**src/rtl/regfile_write_arbiter_pkg.sv**
```systemverilog
// Shared types and constants for the register-file write arbiter.
package regfile_pkg;

  localparam int unsigned DEFAULT_ADDRESS_WIDTH = 5;
  localparam int unsigned DEFAULT_DATA_WIDTH    = 32;

  // Register 0 is hard-wired; writes to it are dropped.
  localparam int unsigned REG_ZERO = 0;

  typedef enum logic {
    NORMAL = 1'b0,
    FORCE  = 1'b1
  } arb_state_t;

endpackage

```
**src/rtl/regfile_write_arbiter_if.sv**
```systemverilog
// Bundle of writeback, multi-cycle result, issue and register-file write signals.
interface regfile_write_arbiter_if
  import regfile_pkg::*;
#(
  parameter int unsigned ADDRESS_WIDTH = DEFAULT_ADDRESS_WIDTH,
  parameter int unsigned DATA_WIDTH    = DEFAULT_DATA_WIDTH,
  parameter int unsigned FIFO_DEPTH    = 2
);

  localparam int unsigned NUM_REGS    = 2 ** ADDRESS_WIDTH;
  localparam int unsigned COUNT_WIDTH = $clog2(FIFO_DEPTH) + 1;

  logic                     wb_valid;
  logic [ADDRESS_WIDTH-1:0] wb_addr;
  logic [DATA_WIDTH-1:0]    wb_data;

  logic                     mu_valid;
  logic                     mu_ready;
  logic [ADDRESS_WIDTH-1:0] mu_addr;
  logic [DATA_WIDTH-1:0]    mu_data;

  logic                     issue_valid;
  logic [ADDRESS_WIDTH-1:0] issue_addr;

  logic                     rf_we;
  logic [ADDRESS_WIDTH-1:0] rf_waddr;
  logic [DATA_WIDTH-1:0]    rf_wdata;

  logic [NUM_REGS-1:0]      busy_mask;
  logic                     hold_pipe;
  logic [COUNT_WIDTH-1:0]   fifo_count;

  // Pipeline / hazard-unit side.
  modport master (
    output wb_valid, wb_addr, wb_data,
    output mu_valid, mu_addr, mu_data,
    output issue_valid, issue_addr,
    input  mu_ready,
    input  rf_we, rf_waddr, rf_wdata,
    input  busy_mask, hold_pipe, fifo_count
  );

  // Arbiter side.
  modport slave (
    input  wb_valid, wb_addr, wb_data,
    input  mu_valid, mu_addr, mu_data,
    input  issue_valid, issue_addr,
    output mu_ready,
    output rf_we, rf_waddr, rf_wdata,
    output busy_mask, hold_pipe, fifo_count
  );

endinterface

```
**src/rtl/regfile_write_arbiter_result_fifo.sv**
```systemverilog
// Synchronous FIFO of {addr, data} multi-cycle results; head is read combinationally.
module result_fifo
  import regfile_pkg::*;
#(
  parameter int unsigned ADDRESS_WIDTH = DEFAULT_ADDRESS_WIDTH,
  parameter int unsigned DATA_WIDTH    = DEFAULT_DATA_WIDTH,
  parameter int unsigned DEPTH         = 2
) (
  input  logic                               clk,
  input  logic                               rst_n,
  input  logic                               push,
  input  logic [ADDRESS_WIDTH-1:0]           push_addr,
  input  logic [DATA_WIDTH-1:0]              push_data,
  input  logic                               pop,
  output logic [ADDRESS_WIDTH-1:0]           head_addr,
  output logic [DATA_WIDTH-1:0]              head_data,
  output logic                               full,
  output logic                               empty,
  output logic [$clog2(DEPTH):0]             count
);

  localparam int unsigned PTR_WIDTH   = $clog2(DEPTH);
  localparam int unsigned COUNT_WIDTH = PTR_WIDTH + 1;

  logic [ADDRESS_WIDTH-1:0] addr_mem [DEPTH];
  logic [DATA_WIDTH-1:0]    data_mem [DEPTH];
  logic [PTR_WIDTH-1:0]     wr_ptr;
  logic [PTR_WIDTH-1:0]     rd_ptr;
  logic [COUNT_WIDTH-1:0]   count_q;
  logic                     do_push;
  logic                     do_pop;

  assign full      = (count_q == COUNT_WIDTH'(DEPTH));
  assign empty     = (count_q == '0);
  assign count     = count_q;
  assign head_addr = addr_mem[rd_ptr];
  assign head_data = data_mem[rd_ptr];

  // A push into a full FIFO is taken only when the head leaves in the same cycle.
  assign do_pop  = pop && !empty;
  assign do_push = push && (!full || do_pop);

  // Storage write; contents need no reset since occupancy gates every read.
  always_ff @(posedge clk) begin
    if (do_push) begin
      addr_mem[wr_ptr] <= push_addr;
      data_mem[wr_ptr] <= push_data;
    end
  end

  // Pointer and occupancy tracking; DEPTH is a power of two so pointers wrap naturally.
  always_ff @(posedge clk or negedge rst_n) begin
    if (!rst_n) begin
      wr_ptr  <= '0;
      rd_ptr  <= '0;
      count_q <= '0;
    end else begin
      if (do_push) wr_ptr <= wr_ptr + PTR_WIDTH'(1);
      if (do_pop)  rd_ptr <= rd_ptr + PTR_WIDTH'(1);
      case ({do_push, do_pop})
        2'b10:   count_q <= count_q + COUNT_WIDTH'(1);
        2'b01:   count_q <= count_q - COUNT_WIDTH'(1);
        default: count_q <= count_q;
      endcase
    end
  end

endmodule

```
**src/rtl/regfile_write_arbiter.sv**
```systemverilog
// Shares the register-file write port between writeback (priority) and queued
// multi-cycle results, tracks pending destinations, and forces a FIFO drain
// cycle when the head has been starved too long.
module regfile_write_arbiter
  import regfile_pkg::*;
#(
  parameter int unsigned ADDRESS_WIDTH = DEFAULT_ADDRESS_WIDTH,
  parameter int unsigned DATA_WIDTH    = DEFAULT_DATA_WIDTH,
  parameter int unsigned FIFO_DEPTH    = 2,
  parameter int unsigned STARVE_LIMIT  = 4
) (
  input logic                    clk,
  input logic                    rst_n,
  regfile_write_arbiter_if.slave bus
);

  localparam int unsigned NUM_REGS     = 2 ** ADDRESS_WIDTH;
  localparam int unsigned COUNT_WIDTH  = $clog2(FIFO_DEPTH) + 1;
  localparam int unsigned STARVE_WIDTH = $clog2(STARVE_LIMIT + 1);
  localparam logic [ADDRESS_WIDTH-1:0] ZERO_ADDR  = ADDRESS_WIDTH'(REG_ZERO);
  localparam logic [STARVE_WIDTH-1:0]  STARVE_TOP = STARVE_WIDTH'(STARVE_LIMIT - 1);

  logic                     fifo_push;
  logic                     fifo_pop;
  logic                     fifo_full;
  logic                     fifo_empty;
  logic [COUNT_WIDTH-1:0]   fifo_count;
  logic [ADDRESS_WIDTH-1:0] head_addr;
  logic [DATA_WIDTH-1:0]    head_data;

  logic                     mu_ready;
  logic                     wb_win;

  logic                     rf_we;
  logic [ADDRESS_WIDTH-1:0] rf_waddr;
  logic [DATA_WIDTH-1:0]    rf_wdata;

  arb_state_t               state;
  arb_state_t               state_next;
  logic [STARVE_WIDTH-1:0]  starve_cnt;
  logic [STARVE_WIDTH-1:0]  starve_next;
  logic                     hold_q;

  logic [NUM_REGS-1:0]      busy_q;
  logic [NUM_REGS-1:0]      busy_next;
  logic [NUM_REGS-1:0]      set_mask;
  logic [NUM_REGS-1:0]      clr_mask;

  // Readiness reflects fullness before any same-cycle pop; forced low in reset.
  assign mu_ready  = rst_n && !fifo_full;
  // Results for r0 complete the handshake but are not queued.
  assign fifo_push = bus.mu_valid && mu_ready && (bus.mu_addr != ZERO_ADDR);
  assign wb_win    = bus.wb_valid && (bus.wb_addr != ZERO_ADDR);

  result_fifo #(
    .ADDRESS_WIDTH (ADDRESS_WIDTH),
    .DATA_WIDTH    (DATA_WIDTH),
    .DEPTH         (FIFO_DEPTH)
  ) u_result_fifo (
    .clk       (clk),
    .rst_n     (rst_n),
    .push      (fifo_push),
    .push_addr (bus.mu_addr),
    .push_data (bus.mu_data),
    .pop       (fifo_pop),
    .head_addr (head_addr),
    .head_data (head_data),
    .full      (fifo_full),
    .empty     (fifo_empty),
    .count     (fifo_count)
  );

  // Grant mux. WB keeps the port even in FORCE: a writeback arriving despite
  // hold_pipe is written rather than lost, and the head simply waits.
  always_comb begin
    rf_we    = 1'b0;
    rf_waddr = head_addr;
    rf_wdata = head_data;
    fifo_pop = 1'b0;
    if (rst_n) begin
      if (wb_win) begin
        rf_we    = 1'b1;
        rf_waddr = bus.wb_addr;
        rf_wdata = bus.wb_data;
      end else if (!fifo_empty) begin
        rf_we    = 1'b1;
        fifo_pop = 1'b1;
      end
    end
  end

  // Starvation FSM next state: count consecutive cycles the head loses to WB.
  always_comb begin
    state_next  = state;
    starve_next = starve_cnt;
    case (state)
      NORMAL: begin
        if (fifo_empty || fifo_pop) begin
          starve_next = '0;
        end else if (wb_win) begin
          if (starve_cnt == STARVE_TOP) begin
            state_next  = FORCE;
            starve_next = '0;
          end else begin
            starve_next = starve_cnt + STARVE_WIDTH'(1);
          end
        end
      end
      FORCE: begin
        state_next  = NORMAL;
        starve_next = '0;
      end
      default: begin
        state_next  = NORMAL;
        starve_next = '0;
      end
    endcase
  end

  // Starvation FSM state register; hold_pipe is registered alongside the state.
  always_ff @(posedge clk or negedge rst_n) begin
    if (!rst_n) begin
      state      <= NORMAL;
      starve_cnt <= '0;
      hold_q     <= 1'b0;
    end else begin
      state      <= state_next;
      starve_cnt <= starve_next;
      hold_q     <= (state_next == FORCE);
    end
  end

  // Busy-mask update: drained FIFO entries clear, issues set; set wins on overlap.
  always_comb begin
    set_mask = '0;
    clr_mask = '0;
    if (bus.issue_valid && (bus.issue_addr != ZERO_ADDR)) begin
      set_mask = NUM_REGS'(1) << bus.issue_addr;
    end
    if (fifo_pop) begin
      clr_mask = NUM_REGS'(1) << head_addr;
    end
    busy_next = (busy_q & ~clr_mask) | set_mask;
  end

  // Busy-mask register.
  always_ff @(posedge clk or negedge rst_n) begin
    if (!rst_n) begin
      busy_q <= '0;
    end else begin
      busy_q <= busy_next;
    end
  end

  assign bus.mu_ready   = mu_ready;
  assign bus.rf_we      = rf_we;
  assign bus.rf_waddr   = rf_waddr;
  assign bus.rf_wdata   = rf_wdata;
  assign bus.busy_mask  = busy_q;
  assign bus.hold_pipe  = hold_q;
  assign bus.fifo_count = fifo_count;

endmodule

```
**src/flat_wrapper.sv**
```systemverilog
// flat-port wrapper written by rule: the top's interface ports become plain ports
module regfile_write_arbiter_flat import regfile_pkg::*;
#(
  parameter int unsigned ADDRESS_WIDTH = DEFAULT_ADDRESS_WIDTH,
  parameter int unsigned DATA_WIDTH    = DEFAULT_DATA_WIDTH,
  parameter int unsigned FIFO_DEPTH    = 2,
  parameter int unsigned STARVE_LIMIT  = 4
)
  (clk, rst_n, bus_wb_valid, bus_wb_addr, bus_wb_data, bus_mu_valid, bus_mu_addr, bus_mu_data, bus_issue_valid, bus_issue_addr, bus_mu_ready, bus_rf_we, bus_rf_waddr, bus_rf_wdata, bus_busy_mask, bus_hold_pipe, bus_fifo_count);
  regfile_write_arbiter_if #(.ADDRESS_WIDTH(ADDRESS_WIDTH), .DATA_WIDTH(DATA_WIDTH), .FIFO_DEPTH(FIFO_DEPTH)) bus_i ();
  input logic clk;
  input logic rst_n;
  input wire logic [$bits(bus_i.wb_valid)-1:0] bus_wb_valid;
  input wire logic [$bits(bus_i.wb_addr)-1:0] bus_wb_addr;
  input wire logic [$bits(bus_i.wb_data)-1:0] bus_wb_data;
  input wire logic [$bits(bus_i.mu_valid)-1:0] bus_mu_valid;
  input wire logic [$bits(bus_i.mu_addr)-1:0] bus_mu_addr;
  input wire logic [$bits(bus_i.mu_data)-1:0] bus_mu_data;
  input wire logic [$bits(bus_i.issue_valid)-1:0] bus_issue_valid;
  input wire logic [$bits(bus_i.issue_addr)-1:0] bus_issue_addr;
  output wire logic [$bits(bus_i.mu_ready)-1:0] bus_mu_ready;
  output wire logic [$bits(bus_i.rf_we)-1:0] bus_rf_we;
  output wire logic [$bits(bus_i.rf_waddr)-1:0] bus_rf_waddr;
  output wire logic [$bits(bus_i.rf_wdata)-1:0] bus_rf_wdata;
  output wire logic [$bits(bus_i.busy_mask)-1:0] bus_busy_mask;
  output wire logic [$bits(bus_i.hold_pipe)-1:0] bus_hold_pipe;
  output wire logic [$bits(bus_i.fifo_count)-1:0] bus_fifo_count;
  assign bus_i.wb_valid = bus_wb_valid;
  assign bus_i.wb_addr = bus_wb_addr;
  assign bus_i.wb_data = bus_wb_data;
  assign bus_i.mu_valid = bus_mu_valid;
  assign bus_i.mu_addr = bus_mu_addr;
  assign bus_i.mu_data = bus_mu_data;
  assign bus_i.issue_valid = bus_issue_valid;
  assign bus_i.issue_addr = bus_issue_addr;
  assign bus_mu_ready = bus_i.mu_ready;
  assign bus_rf_we = bus_i.rf_we;
  assign bus_rf_waddr = bus_i.rf_waddr;
  assign bus_rf_wdata = bus_i.rf_wdata;
  assign bus_busy_mask = bus_i.busy_mask;
  assign bus_hold_pipe = bus_i.hold_pipe;
  assign bus_fifo_count = bus_i.fifo_count;
  regfile_write_arbiter #(.ADDRESS_WIDTH(ADDRESS_WIDTH), .DATA_WIDTH(DATA_WIDTH), .FIFO_DEPTH(FIFO_DEPTH), .STARVE_LIMIT(STARVE_LIMIT)) u_core (.clk(clk), .rst_n(rst_n), .bus(bus_i));
endmodule
```
**config.mk**
```make
export PLATFORM = sky130hd
export DESIGN_NAME = regfile_write_arbiter_flat
export DESIGN_NICKNAME = d
export VERILOG_FILES = /design/src/rtl/regfile_write_arbiter_pkg.sv /design/src/rtl/regfile_write_arbiter_if.sv /design/src/rtl/regfile_write_arbiter_result_fifo.sv /design/src/rtl/regfile_write_arbiter.sv /design/src/flat_wrapper.sv
export SDC_FILE = /design/constraint.sdc
export NUM_CORES = 1
export LEC_CHECK = 0
export CELL_PAD_IN_SITES_DETAIL_PLACEMENT = 1
export CELL_PAD_IN_SITES_GLOBAL_PLACEMENT = 2
export CORE_ASPECT_RATIO = 0.75
export CORE_MARGIN = 1.5
export CORE_UTILIZATION = 25
export CTS_BUF_LIST = sky130_fd_sc_hd__clkbuf_4
export DETAILED_ROUTE_END_ITERATION = 12
export PLACE_DENSITY = 0.67
export SYNTH_ARGS = -nofsm -noshare
export SYNTH_HDL_FRONTEND = slang
export SYNTH_SLANG_ARGS = --single-unit
```
**constraint.sdc**
```tcl
create_clock -name clk -period 3.9 [get_ports clk]
set_input_delay 0.39 -clock clk [delete_from_list [all_inputs] [get_ports clk]]
set_output_delay 0.39 -clock clk [all_outputs]
set_load 0.005 [all_outputs]
```
==> flow_results.org, run 1 <==
** Status
- Outcome :: complete, no violations

** Final layout
- Most common cell after layout, fill and taps aside :: sky130_fd_sc_hd__clkdlybuf4s50_1
- Area growth, synth to finish :: 42.6%
- Multi-input combinational cell area :: 0.00163 sq mm
- In the final design database the tool counted 636 nets.
- # fillers :: 2096
- Commonest non-fill, non-tap cells in the layout :: sky130_fd_sc_hd__clkdlybuf4s50_1 (156), sky130_fd_sc_hd__edfxtp_1 (74), sky130_fd_sc_hd__nor2_1 (46), sky130_fd_sc_hd__dfrtp_1 (39)
- Summed area of non-filler cells in the final layout :: 0.00711 sq mm
- In the final layout, the share of cells above drive strength 1 is 8.17%.
- Combined flip-flop and latch cell area :: 0.00322 sq mm

** Global route
- Pin count of the biggest net entering global routing :: 63
- Wire length of the first global-routing pass :: 23700 um
- After global routing the overflow that remains totals 0.
- Global routing consumed, over all layers together, 15.0% of the routing resources.
- Vias in the first global route :: 4099
- Number of antenna violations at the first check in global routing :: 1

** Timing
- TNS Setup :: 0 ns
- At the pin with the least slew margin, the transition time is 0.916 ns.
- Count of endpoints failing hold in the final timing report :: 0
- Fin Hold WS :: 0.257 ns
- The final max-slew violation count is 0.
- Minimum period implied by the final worst setup slack :: 3.20 ns
- Total of endpoints with negative setup slack in the final report :: 0
- Post-route fraction of the period consumed by the critical path :: 82.1%
- Worst Clk Skew :: 0.0200 ns
- Based on the critical path, the design can be clocked at up to 312 MHz.
- The worst pin sits at a relative slew slack of 38.6%.
- Unrepaired setup endpoints after global routing :: no
- Across all setup checks in the final design, the least slack found is 0.697 ns.

** Critical path
- The startpoint identified for the worst register-to-register timing path is u_core.u_result_fifo.rd_ptr.
- The slowest stage of the critical path is the sky130_fd_sc_hd__clkdlybuf4s50_1 cell.
- On the worst path, the slowest cell contributes a delay of 0.60 ns.
- CP Data Arrival Time :: 2.81 ns
- Minimum setup slack among reg-to-reg paths :: 1.31 ns
- CP Capture Type :: primary output
- Required time at the endpoint of the critical path :: 3.51 ns
- Of all nets on the critical path, the largest fanout is 13.
- Crit Path Category :: in2out
- Number of cells traversed by the worst register-to-register path :: 4
- In this run the critical register-to-register path is captured at u_core.bus.busy_mask[6].
- Ordered cell list for the critical path :: clkdlybuf4s50_1 > or4_1 > o211ai_1 > buf_4 > nor2_1 > a31oi_1 > clkdlybuf4s50_1
- Cell type with the highest occurrence count on the critical path :: sky130_fd_sc_hd__clkdlybuf4s50_1
- The worst setup path is launched from a primary input.

** Routing
- Met1 WL :: 7080 um
- Total iterations of the first detailed-routing run :: 5
- In this run the top signal layer used is met4.
- Total number of vias :: 3841
- Via density :: 4.70
- After detailed routing, the average wire length per cell comes to 18.8 um.
- DRC violation total after the first TritonRoute iteration :: 163
- DRC violations left :: 0
- After detailed routing, the total wire length is 15400 um.
- Routed wire length on met2 :: 7580 um
- Post-route ant nets :: 0
- Metal3 WL :: 567 um

** Placement
- Worst slack, placed :: 0.676 ns
- Routability Congestion :: 0.740
- Sum of net half-perimeters after detailed placement :: 11200 um
- DP Area :: 0.00683 sq mm
- Port Buf Inserts :: 157

** CTS
- H-tree lvl count :: 4
- CTS max path bufs :: 2
- Post-CTS clock slew at the launch and capture registers of the worst setup and hold paths :: 0.13 ns
- TritonCTS built the clock tree.
- Number of setup buffers added after CTS :: 0
- Clk root buf :: sky130_fd_sc_hd__clkbuf_4
- Clock tree synthesis inserted a total of 17 buffers.
- Skew-Pair Late Insertion Delay :: 0.55 ns
- Number of clock sinks :: 114

** Floorplan
- The initial utilization of the core area, before any placement, comes to 25.7%.
- Overall die width :: 166 um
- Die Span Y :: 125 um
- After floorplanning, the core was divided into 44 placement rows.
- Core area :: 0.0194 sq mm
- 158 I/O pins were placed.
- The floorplan step defined a die boundary enclosing 0.0208 sq mm.

** Logic synthesis
- Dividing the synthesized area by the synthesized cell count gives 12.8 sq um.
- Post-synthesis cell count :: 391
- The cell area that synthesis handed to floorplanning was 0.00499 sq mm.
- For this run, the number of Yosys warnings is 0.
- Among all flip-flop cells after synthesis, the most frequent one is sky130_fd_sc_hd__edfxtp_1.
- Of the synthesized area, sequential elements account for 64.6%.
- The synthesized design contains 74 enable-type register cells.
- Number of distinct library cells after synthesis :: 43
- After synthesis the netlist holds a flip-flop and latch count of 114.
- Of all flip-flops after synthesis, the portion carrying an async set or reset was 35.1%.
- Synth Net Count :: 477

** Worst hold path
- The worst hold path belongs to the class in2async.

** Pwr
- VDD sags by at most 253 uV.
- Power comes to 0.00412 W.
- For this design the ratio of total power to cell area is 579 mW/mm^2.
- Leak :: 2.58 nW

** Job
- Number of max-cap violations :: 0
[logic make-up after synthesis]
family                     synth area share (%)
adders and majority gates                 0.502
buffers and inverters                      2.81
xor gates and xnor gates                  0.878
and+or+nand+nor                            8.20
DFF                                        64.6
muxes                                      7.85
AOI/OAI and AO/OA                          15.1
[flip-flops by register name, summed over array words and instances (netlist names)]
| name | count |
|---|---|
| u_core.bus.busy_mask | 32 |
| u_core.starve_cnt | 3 |
| u_core.state | 1 |
| u_core.u_result_fifo.addr_mem | 10 |
| u_core.u_result_fifo.count | 2 |
| u_core.u_result_fifo.data_mem | 64 |
| u_core.u_result_fifo.rd_ptr | 1 |
| u_core.u_result_fifo.wr_ptr | 1 |
[per-stage QoR]
step | instances | utilization [%]
floorplan | 391 | -
global placement | 783 | 35.1
detailed placement | 783 | 35.1
CTS | 816 | 36.6
global route | 817 | 36.6
finish | 817 | 36.6
[synthesized netlist by cell type, drive strengths merged (2+ instances only)]
cell,n,share of area (%)
a21boi,2,0.30
a21oi,38,3.8
a31oi,4,0.50
and3b,2,0.35
buf,15,1.7
clkbuf,10,0.75
dfrtp,40,20
edfxtp,74,45
ha,2,0.50
inv,5,0.38
mux2i,38,7.6
nand2,12,0.90
nand2b,3,0.38
nand3,2,0.20
nand3b,4,0.60
nor2,46,3.5
nor2b,2,0.25
nor4bb,2,0.40
o21ai,25,2.5
o31ai,17,2.6
o41ai,24,4.2
or2,2,0.25
or4,2,0.30
xnor2,2,0.35
xor2,3,0.53
[per-layer routing]
layer	GRT usage, %	up-vias
li1	-	1824
met1	19.1	1924
met2	25.5	83
met3	3.80	10
met4	3.82	0
met5	0	-
[area by class of cell]
type	count	area share [%]
antenna	1	0.0352
clock buffer	17	1.79
clock inverter	15	2.08
inverter	5	0.264
multi-input combinational	247	23.0
sequential	114	45.3
tap	253	4.45
timing repair buffer	165	23.1
[worst max-delay path by stage]
stage                                  start                                   to  slack [ns]  cells past startpoint
2_1_floorplan  u_core.u_result_fifo.count[0]  u_core.u_result_fifo.addr_mem[0][0]        0.79                      4
3_3_place_gp                  bus_wb_addr[3]                      bus_rf_waddr[2]        0.74                      7
3_5_place_dp                  bus_wb_addr[3]                      bus_rf_waddr[4]        0.68                      7
4_1_cts                       bus_wb_addr[3]                      bus_rf_waddr[4]        0.68                      7
5_1_grt                       bus_wb_addr[3]                      bus_rf_waddr[4]        0.56                      7
6_report                      bus_wb_addr[3]                      bus_rf_waddr[2]        0.70                      7
[critical path: cells and delay by family]
family / cells / cell delay, ns
simple gates: 2 / 0.64
compound gates: 2 / 0.49
buf+inv: 3 / 1.29
[power by group]
group / switching, W / internal, W / total, W / leakage, nW
clock: 0.000529 / 0.000332 / 0.000861 / 0.142
combinational: 0.000672 / 0.000833 / 0.00150 / 1.28
sequential: 0.000191 / 0.00156 / 0.00175 / 1.15
total: 0.00139 / 0.00273 / 0.00412 / 2.58
[timing repair]
| item | in CTS | in global routing |
|---|---|---|
| gates resized for setup | 0 | 0 |
| hold endpoints to repair | 8 | 0 |
| hold buffers | 1 | 0 |
(Power assumes the default switching activity.)
==> run 2, diff against run 1 <==
==> constraint.sdc (replaced) <==
create_clock -name clk -period 3.1 [get_ports clk]
set_input_delay 0.31 -clock clk [delete_from_list [all_inputs] [get_ports clk]]
set_output_delay 0.31 -clock clk [all_outputs]
set_load 0.005 [all_outputs]
==> run 2 against run 1 <==
Effect of this change:
- die area unchanged
- design area is 0.91% higher
- combinational power up 28%
- setup slack got worse by 0.55 ns
- cell count rose by 0.86%
- critical path depth up 1
- power is 27% higher
- via count increased by 1.1%
- clock-buffer cell count unchanged
==> flow_results.org, run 2 (synthesized netlist as in run 1, its figures left out) <==
** Status
- Outcome :: complete, no violations

** Routing
- The number of vias after detailed routing was 3882 (+1.1%).
- The number of violations reported at the end of detailed-routing iteration 0 is 179 (+9.8%).
- Via density :: 4.71 (+0.21%)
- The remaining design rule violation count is 0 (unchanged).
- Post-route ant nets :: 0 (unchanged)
- Total iterations of the first detailed-routing run :: 4 (-1)
- Routed wire length :: 15700 um (+1.9%)
- Average wire length per cell after detail routing :: 19.0 um (+1.1%)

** Pwr
- The net switching power was 0.00176 W (+27%).
- The combinational fraction of design power is 36.9% (+0.4 points).
- The relative contribution of sequential cells to total power was 42.3% (-0.2 points).
- The clock power share was 20.8% (about the same).
- Largest vdd supply drop :: 231 uV (-8.8%)
- The switching fraction of total power was 33.8% (+0.049 points).
- Leak :: 2.62 nW (+1.6%)
- The power density relative to cell area is 726 mW/mm^2 (+25%).
- The internal power of the cells was 0.00345 W (+26%).

** Global route
- The all-layer global routing usage is 15.2% (+0.17 points).
- The via count of the first global-routing pass was 4079 (-0.49%).
- Residual overflow from global routing :: 0 (unchanged)
- Number of antenna violations at the first check in global routing :: 2 (+1)
- Wire length of the first global-routing pass :: 23700 um (+0.15%)
- Pin count of the biggest net entering global routing :: 39 (-38%)

** Floorplan
- Die Span Y :: 125 um (unchanged)
- The count of boundary I/O pins is 158 (unchanged).
- Number of rows created at floorplan :: 44 (unchanged)
- The placeable core region was 0.0194 sq mm (unchanged).
- Die Outline Area :: 0.0208 sq mm (unchanged)
- The initial core utilization was 25.7% (unchanged).
- The width of the die was 166 um (unchanged).

** Final layout
- Max reg flops :: 64 (unchanged)
- Largest register by flop count :: u_core.u_result_fifo.data_mem
- The net count of the finished layout was 643 (+1.1%).
- The final cell count without fillers came to 824 (+0.86%).
- From synthesis to final layout, the design area changed by 43.9%.
- In the layout the commonest cells are sky130_fd_sc_hd__clkdlybuf4s50_1 (156), sky130_fd_sc_hd__edfxtp_1 (74), sky130_fd_sc_hd__nor2_1 (46), sky130_fd_sc_hd__dfrtp_1 (39).
- The utilization after layout was 36.9% (+0.33 points).
- Most common cell after layout, fill and taps aside :: sky130_fd_sc_hd__clkdlybuf4s50_1
- # fillers :: 2085 (-0.52%)
- Ratio of cells with drive above 1 in the final layout :: 9.30% (+1.1 points)

** Placement
- The cell total after placement came to 790 (+0.89%).
- The number of input and output port buffers inserted came to 157 (unchanged).
- Sum of net half-perimeters after detailed placement :: 11500 um (+3.1%)
- The routability congestion estimate came to 0.783 (+5.8%).

** CTS
- CTS max path bufs :: 2 (unchanged)
- The number of buffers added for setup after CTS was 0 (unchanged).
- Post-CTS clock slew at the launch and capture registers of the worst setup and hold paths :: 0.12 ns (about the same)
- The latest clock arrival within the worst-skew pair is 0.54 ns (about the same).
- The total number of clock tree sinks was 114 (unchanged).
- TritonCTS Buffers :: 17 (unchanged)
- H-tree lvl count :: 4 (unchanged)
- The tree is rooted in a sky130_fd_sc_hd__clkbuf_4.
- TritonCTS clock tree :: built

** Timing
- The transition time at the pin with the least slew margin is 1.13 ns (+0.217 ns).
- Slew margin rel. :: 24.3% (-14 points)
- The final max-slew violation count came to 0 (unchanged).
- The final count of negative-setup-slack endpoints was 0 (unchanged).
- The setup clock skew after layout was 0.0211 ns (+0.00108 ns).
- Unrepaired setup endpoints after global routing :: no
- The final hold slack is 0.249 ns (-0.00791 ns).
- The total negative setup slack came to 0 ns (unchanged).
- Counting I/O delays and the setup requirement, the final critical path takes 2.95 ns.
- Of the available clock period, the critical path in the final layout requires 95.2%.
- Count of endpoints failing hold in the final timing report :: 0 (unchanged)
- Timing-limited maximum frequency :: 339 MHz

** Critical path
- By startpoint and endpoint, the worst setup path is classified as in2out.
- In this run the worst setup path begins at bus_wb_addr[3].
- The worst setup path is captured at a primary output.
- The largest driver fanout on the critical path is 23 (+10).
- Critical Path Start Type :: primary input
- Launch point of the worst reg-to-reg path :: u_core.u_result_fifo.count[0]
- The required time of the worst setup path came to 2.79 ns (-0.72 ns).
- CP Data Arrival Time :: 2.64 ns (-0.17 ns)

** Worst hold path
- In this run the worst hold path is classified as in2async.

** Job
- The max-cap violation count is 0 (unchanged).
run 2: cell types whose count changed in the layout (fill, tap and decap cells not counted):
| cell | change |
|---|---|
| sky130_fd_sc_hd__clkinv_4 | +2 |
| sky130_fd_sc_hd__buf_4 | +6 |
| sky130_fd_sc_hd__clkinvlp_4 | -2 |
| sky130_fd_sc_hd__inv_6 | +1 |
| sky130_fd_sc_hd__buf_12 | +1 |
| sky130_fd_sc_hd__inv_8 | -1 |
run 2: through the flow:
step                      power (W)  worst slack, ns  area, sq um
after global placement      0.00413            0.204         6890
final                       0.00521            0.150         7180
after global routing        0.00551           0.0205         7180
after CTS                   0.00528            0.120         7180
after detailed placement    0.00419            0.126         6890
after floorplan             0.00305            0.687         4990
run 2: cell type report:
type | instances | area [sq um] | area share [%]
antenna | 1 | 2.50 | 0.0349
clock buffer | 17 | 128 | 1.78
clock inverter | 15 | 148 | 2.06
inverter | 5 | 18.8 | 0.261
multi-input combinational | 247 | 1630 | 22.8
sequential | 114 | 3220 | 44.9
tap | 253 | 317 | 4.41
timing repair buffer | 172 | 1710 | 23.8
run 2: power groups by stage:
stage	sequential, W	clock [W]	combinational [W]
after CTS	0.00221	0.00111	0.00196
after floorplan	0.00215	0	0.000894
after detailed placement	0.00224	0	0.00195
after global placement	0.00223	0	0.00190
final	0.00220	0.00109	0.00192
after global routing	0.00224	0.00118	0.00209
run 2: per-layer routing:
layer  wire length, um  global-route usage [%]
met1              7190                    20.1
met4               161                    4.61
met3               598                    4.24
met2              7700                    24.2
met5                13                       0
run 2: what timing repair did:
action,CTS,global route
endpoints found under the setup margin,0,0
resized for setup,0,0
hold buffers,1,0
endpoints found under the hold margin,3,0
run 2: final timing paths:
| check | endpoint | slack, ns | depth (start not counted) |
|---|---|---|---|
| max in group asynchronous | u_core.u_result_fifo.rd_ptr | 2.12 | 4 |
| setup / recovery | bus_rf_wdata[10] | 0.15 | 8 |
| setup reg to reg | u_core.u_result_fifo.data_mem[0][8] | 0.68 | 4 |
| min in group clk | u_core.u_result_fifo.data_mem[1][5] | 0.34 | 1 |
| hold reg to reg | u_core.bus.busy_mask[16] | 0.52 | 2 |
| hold / removal | u_core.u_result_fifo.wr_ptr | 0.25 | 3 |
run 2: worst max-delay path, stage by stage:
cell                              delay (ns)
sky130_fd_sc_hd__clkdlybuf4s50_1        0.41
sky130_fd_sc_hd__or4_1                  0.56
sky130_fd_sc_hd__o211ai_1               0.23
sky130_fd_sc_hd__buf_4                  0.22
sky130_fd_sc_hd__buf_12                 0.17
sky130_fd_sc_hd__nor2_1                 0.05
sky130_fd_sc_hd__a21oi_1                0.13
sky130_fd_sc_hd__clkdlybuf4s50_1        0.54
==> run 3, diff against run 2 <==
--- a/config.mk
+++ b/config.mk
@@ -6,13 +6,14 @@
 export NUM_CORES = 1
 export LEC_CHECK = 0
 export CELL_PAD_IN_SITES_DETAIL_PLACEMENT = 1
-export CELL_PAD_IN_SITES_GLOBAL_PLACEMENT = 2
+export CELL_PAD_IN_SITES_GLOBAL_PLACEMENT = 1
 export CORE_ASPECT_RATIO = 0.75
 export CORE_MARGIN = 1.5
 export CORE_UTILIZATION = 25
 export CTS_BUF_LIST = sky130_fd_sc_hd__clkbuf_4
+export CTS_CLUSTER_DIAMETER = 30
 export DETAILED_ROUTE_END_ITERATION = 12
-export PLACE_DENSITY = 0.67
+export PLACE_DENSITY = 0.57
 export SYNTH_ARGS = -nofsm -noshare
 export SYNTH_HDL_FRONTEND = slang
 export SYNTH_SLANG_ARGS = --single-unit
==> run 3 against run 2 <==
Effect of this change:
- wire length up 3.3%
- first-iteration DRC count down 20%
- combinational power about the same
- critical path depth unchanged
- utilization up 0.33 points
- setup slack worse by 0.036 ns
- highest routed layer is now met4
- non-clock buffer count down 1
- largest power group unchanged
- design area up 0.91%
- clock power up 7%
- power up 2.3%
- sequential power about the same
- cell count down 0.12%
==> flow_results.org, run 3 (synthesized netlist as in run 1, its figures left out) <==
** Status
- The run finished with clean final reports.

** Final layout
- The filler cell count in the final layout came to 2080 (-0.24%).
- The fraction of layout instances using a drive strength above 1 came to 9.49% (+0.19 points).
- The number of flip-flops under the largest register name came to 64 (unchanged).
- The final cell count without fillers was 823 (-0.12%).
- Ranked by flip-flop count, first place goes to u_core.u_result_fifo.data_mem.
- Leaving out fill and tap cells, the most frequent cell in the layout is sky130_fd_sc_hd__clkdlybuf4s50_1.
- Multi-input combinational cell area :: 0.00164 sq mm (+0.46%)
- Combined flip-flop and latch cell area :: 0.00322 sq mm (unchanged)
- Number of nets in the final layout :: 642 (-0.16%)
- The area growth from synthesis to layout is 45.2%.
- Commonest non-fill, non-tap cells in the layout :: sky130_fd_sc_hd__clkdlybuf4s50_1 (154), sky130_fd_sc_hd__edfxtp_1 (74), sky130_fd_sc_hd__nor2_1 (46), sky130_fd_sc_hd__dfrtp_1 (39), sky130_fd_sc_hd__mux2i_1 (38)

** Timing
- The minimum setup slack in the final design was 0.114 ns (-0.0358 ns).
- Max-slew violation count :: 0 (unchanged)
- Timing-limited maximum frequency :: 335 MHz (-1.2%)
- Worst-margin pin slew :: 1.19 ns (+0.0574 ns)
- The final count of negative-setup-slack endpoints is 0 (unchanged).
- Minimum period implied by the final worst setup slack :: 2.99 ns (+0.0358 ns)
- Worst Clk Skew :: 0.0177 ns (-0.00338 ns)
- Unrepaired setup endpoints after global routing :: yes
- The headroom to the max-slew limit is 20.4% (-3.8 points).
- Post-route fraction of the period consumed by the critical path :: 96.3% (+1.2 points)
- The final hold violation count was 0 (unchanged).
- Fin Hold WS :: 0.340 ns (+0.0905 ns)

** CTS
- H-tree lvl count :: 4 (unchanged)
- In this run the clock root is driven by a sky130_fd_sc_hd__clkbuf_4.
- TritonCTS built the clock tree.
- Post-CTS clock slew at the launch and capture registers of the worst setup and hold paths :: 0.13 ns (about the same)
- CTS max path bufs :: 2 (unchanged)
- Skew-Pair Late Insertion Delay :: 0.55 ns (about the same)
- The total number of clock tree sinks came to 114 (unchanged).
- The number of buffers created by CTS came to 17 (unchanged).

** Pwr
- Power density relative to cell area :: 736 mW/mm^2 (+1.3%)
- The worst voltage drop across the vdd grid was 234 uV (+1.3%).
- Leak :: 2.67 nW (+1.9%)

** Routing
- The first-pass iteration count of the detailed router is 4 (unchanged).
- DRC violations left :: 0 (unchanged)
- The via count normalized by instance count came to 4.79 (+1.6%).
- Average wire length per cell after detail routing :: 19.7 um (+3.5%)
- Total number of vias :: 3941 (+1.5%)
- DRC violation total after the first TritonRoute iteration :: 144 (-20%)
- The total wirelength of the detailed-routed design was 16200 um (+3.3%).
- Post-route ant nets :: 0 (unchanged)

** Floorplan
- Effective utilization at floorplan :: 25.7% (unchanged)
- The die area is 0.0208 sq mm (unchanged).
- The count of boundary I/O pins came to 158 (unchanged).
- The die extent in y was 125 um (unchanged).
- Number of rows created at floorplan :: 44 (unchanged)
- The width of the die is 166 um (unchanged).
- Core area :: 0.0194 sq mm (unchanged)

** Global route
- The global-route wire length before repair came to 25100 um (+5.9%).
- The remaining global-route overflow is 0 (unchanged).
- Overall fraction of global-route tracks in use :: 15.9% (+0.73 points)
- Pin count of the biggest net entering global routing :: 41 (+5.1%)
- Number of antenna violations at the first check in global routing :: 1 (-1)
- Vias in the first global route :: 4316 (+5.8%)

** Placement
- Routability Congestion :: 0.769 (-1.8%)
- The number of input and output port buffers inserted was 157 (unchanged).
- The cell total after placement is 783 (-0.89%).
- Worst slack, placed :: -0.0462 ns (-0.172 ns)
- The half-perimeter wire length of the detailed placement result came to 11100 um (-4.1%).

** Critical path
- Critical Path Start Type :: primary input
- CP Data Arrival Time :: 2.68 ns (+0.04 ns)
- In this run the critical register-to-register path is launched from u_core.u_result_fifo.count[0].
- The flop-to-flop setup slack was 0.65 ns (-0.03 ns).
- The largest driver fanout on the critical path was 16 (-30%).
- Capture point of the critical path :: bus_rf_wdata[26]
- The worst setup path is captured at a primary output.
- Required time at the endpoint of the critical path :: 2.79 ns (about the same)
- Number of cells traversed by the worst register-to-register path :: 4 (unchanged)
- Crit Path Category :: in2out
- Start point of the critical path :: bus_wb_addr[1]
- The endpoint identified for the worst register-to-register timing path is u_core.u_result_fifo.data_mem[0][8].

** Worst hold path
- The startpoint identified for the worst hold timing path is bus_mu_data[2].
- Path category of the worst min-delay check :: in2reg

** Job
- The max-cap violation count was 0 (unchanged).
-- run 3: cell count changes in the layout (fill, tap and decap cells not counted), sizes merged --
| cell | delta |
|---|---|
| clkinvlp | -1 |
| clkinv | +1 |
| bufinv | +1 |
| buf | -2 |
| inv | -1 |
| clkdlybuf4s50 | -2 |
| dlymetal6s2s | +2 |
| bufbuf | +1 |
-- run 3: how the worst min path moves through the flow --
stage                                                to  slack, ns  depth (start not counted)
finish              u_core.u_result_fifo.data_mem[0][2]       0.34                          1
global route        u_core.u_result_fifo.data_mem[0][1]       0.28                          1
CTS                 u_core.u_result_fifo.data_mem[0][2]       0.29                          1
detailed placement                 u_core.starve_cnt[0]       0.45                          2
global placement                   u_core.starve_cnt[1]       0.43                          2
floorplan                       u_core.bus.busy_mask[0]       0.01                          0
-- run 3: per-layer routing --
metal	global-route usage (%)	vias up	routed length, um
met3	3.93	17	605
li1	-	1839	-
met1	21.0	1991	7620
met5	0	-	0
met4	4.50	0	167
met2	25.9	94	7790
-- run 3: what timing repair did --
action	in CTS	in global routing
gates cloned	2	0
endpoints found under the hold margin	40	0
setup endpoints to repair	7	30
buffers inserted	4	1
resized for setup	2	4
hold buffers	2	0
pin swaps	1	1
-- run 3: report_power, final --
group	internal, W	leakage (nW)	switching, W
sequential	0.00197	1.15	0.000250
combinational	0.00107	1.35	0.000865
clock	0.000504	0.165	0.000671
-- run 3: layout make-up --
class                      instances  area share [%]
inverter                           5           0.259
clock buffer                      17            1.76
sequential                       114            44.5
clock inverter                    15            2.42
multi-input combinational        247            22.7
antenna                            1          0.0345
tap                              253            4.37
timing repair buffer             171            24.0
-- run 3: worst max-delay path, stage by stage --
cell and delay (ns):
sky130_fd_sc_hd__clkdlybuf4s50_1 0.47, sky130_fd_sc_hd__or4_4 0.52, sky130_fd_sc_hd__o211ai_1 0.25, sky130_fd_sc_hd__buf_4 0.16, sky130_fd_sc_hd__buf_4 0.23, sky130_fd_sc_hd__nor2_1 0.06, sky130_fd_sc_hd__a21oi_1 0.12, sky130_fd_sc_hd__clkdlybuf4s50_1 0.53
-- run 3: metrics by stage --
stage          TNS (ns)  total power [W]  util [%]  cell area, sq um
4_1_cts               0          0.00540      37.3              7240
6_report              0          0.00533      37.3              7240
3_3_place_gp          0          0.00414      35.2              6840
3_5_place_dp     -0.113          0.00420      35.2              6840
5_1_grt        -0.00380          0.00563      37.3              7240
2_1_floorplan         0          0.00305         -              4990
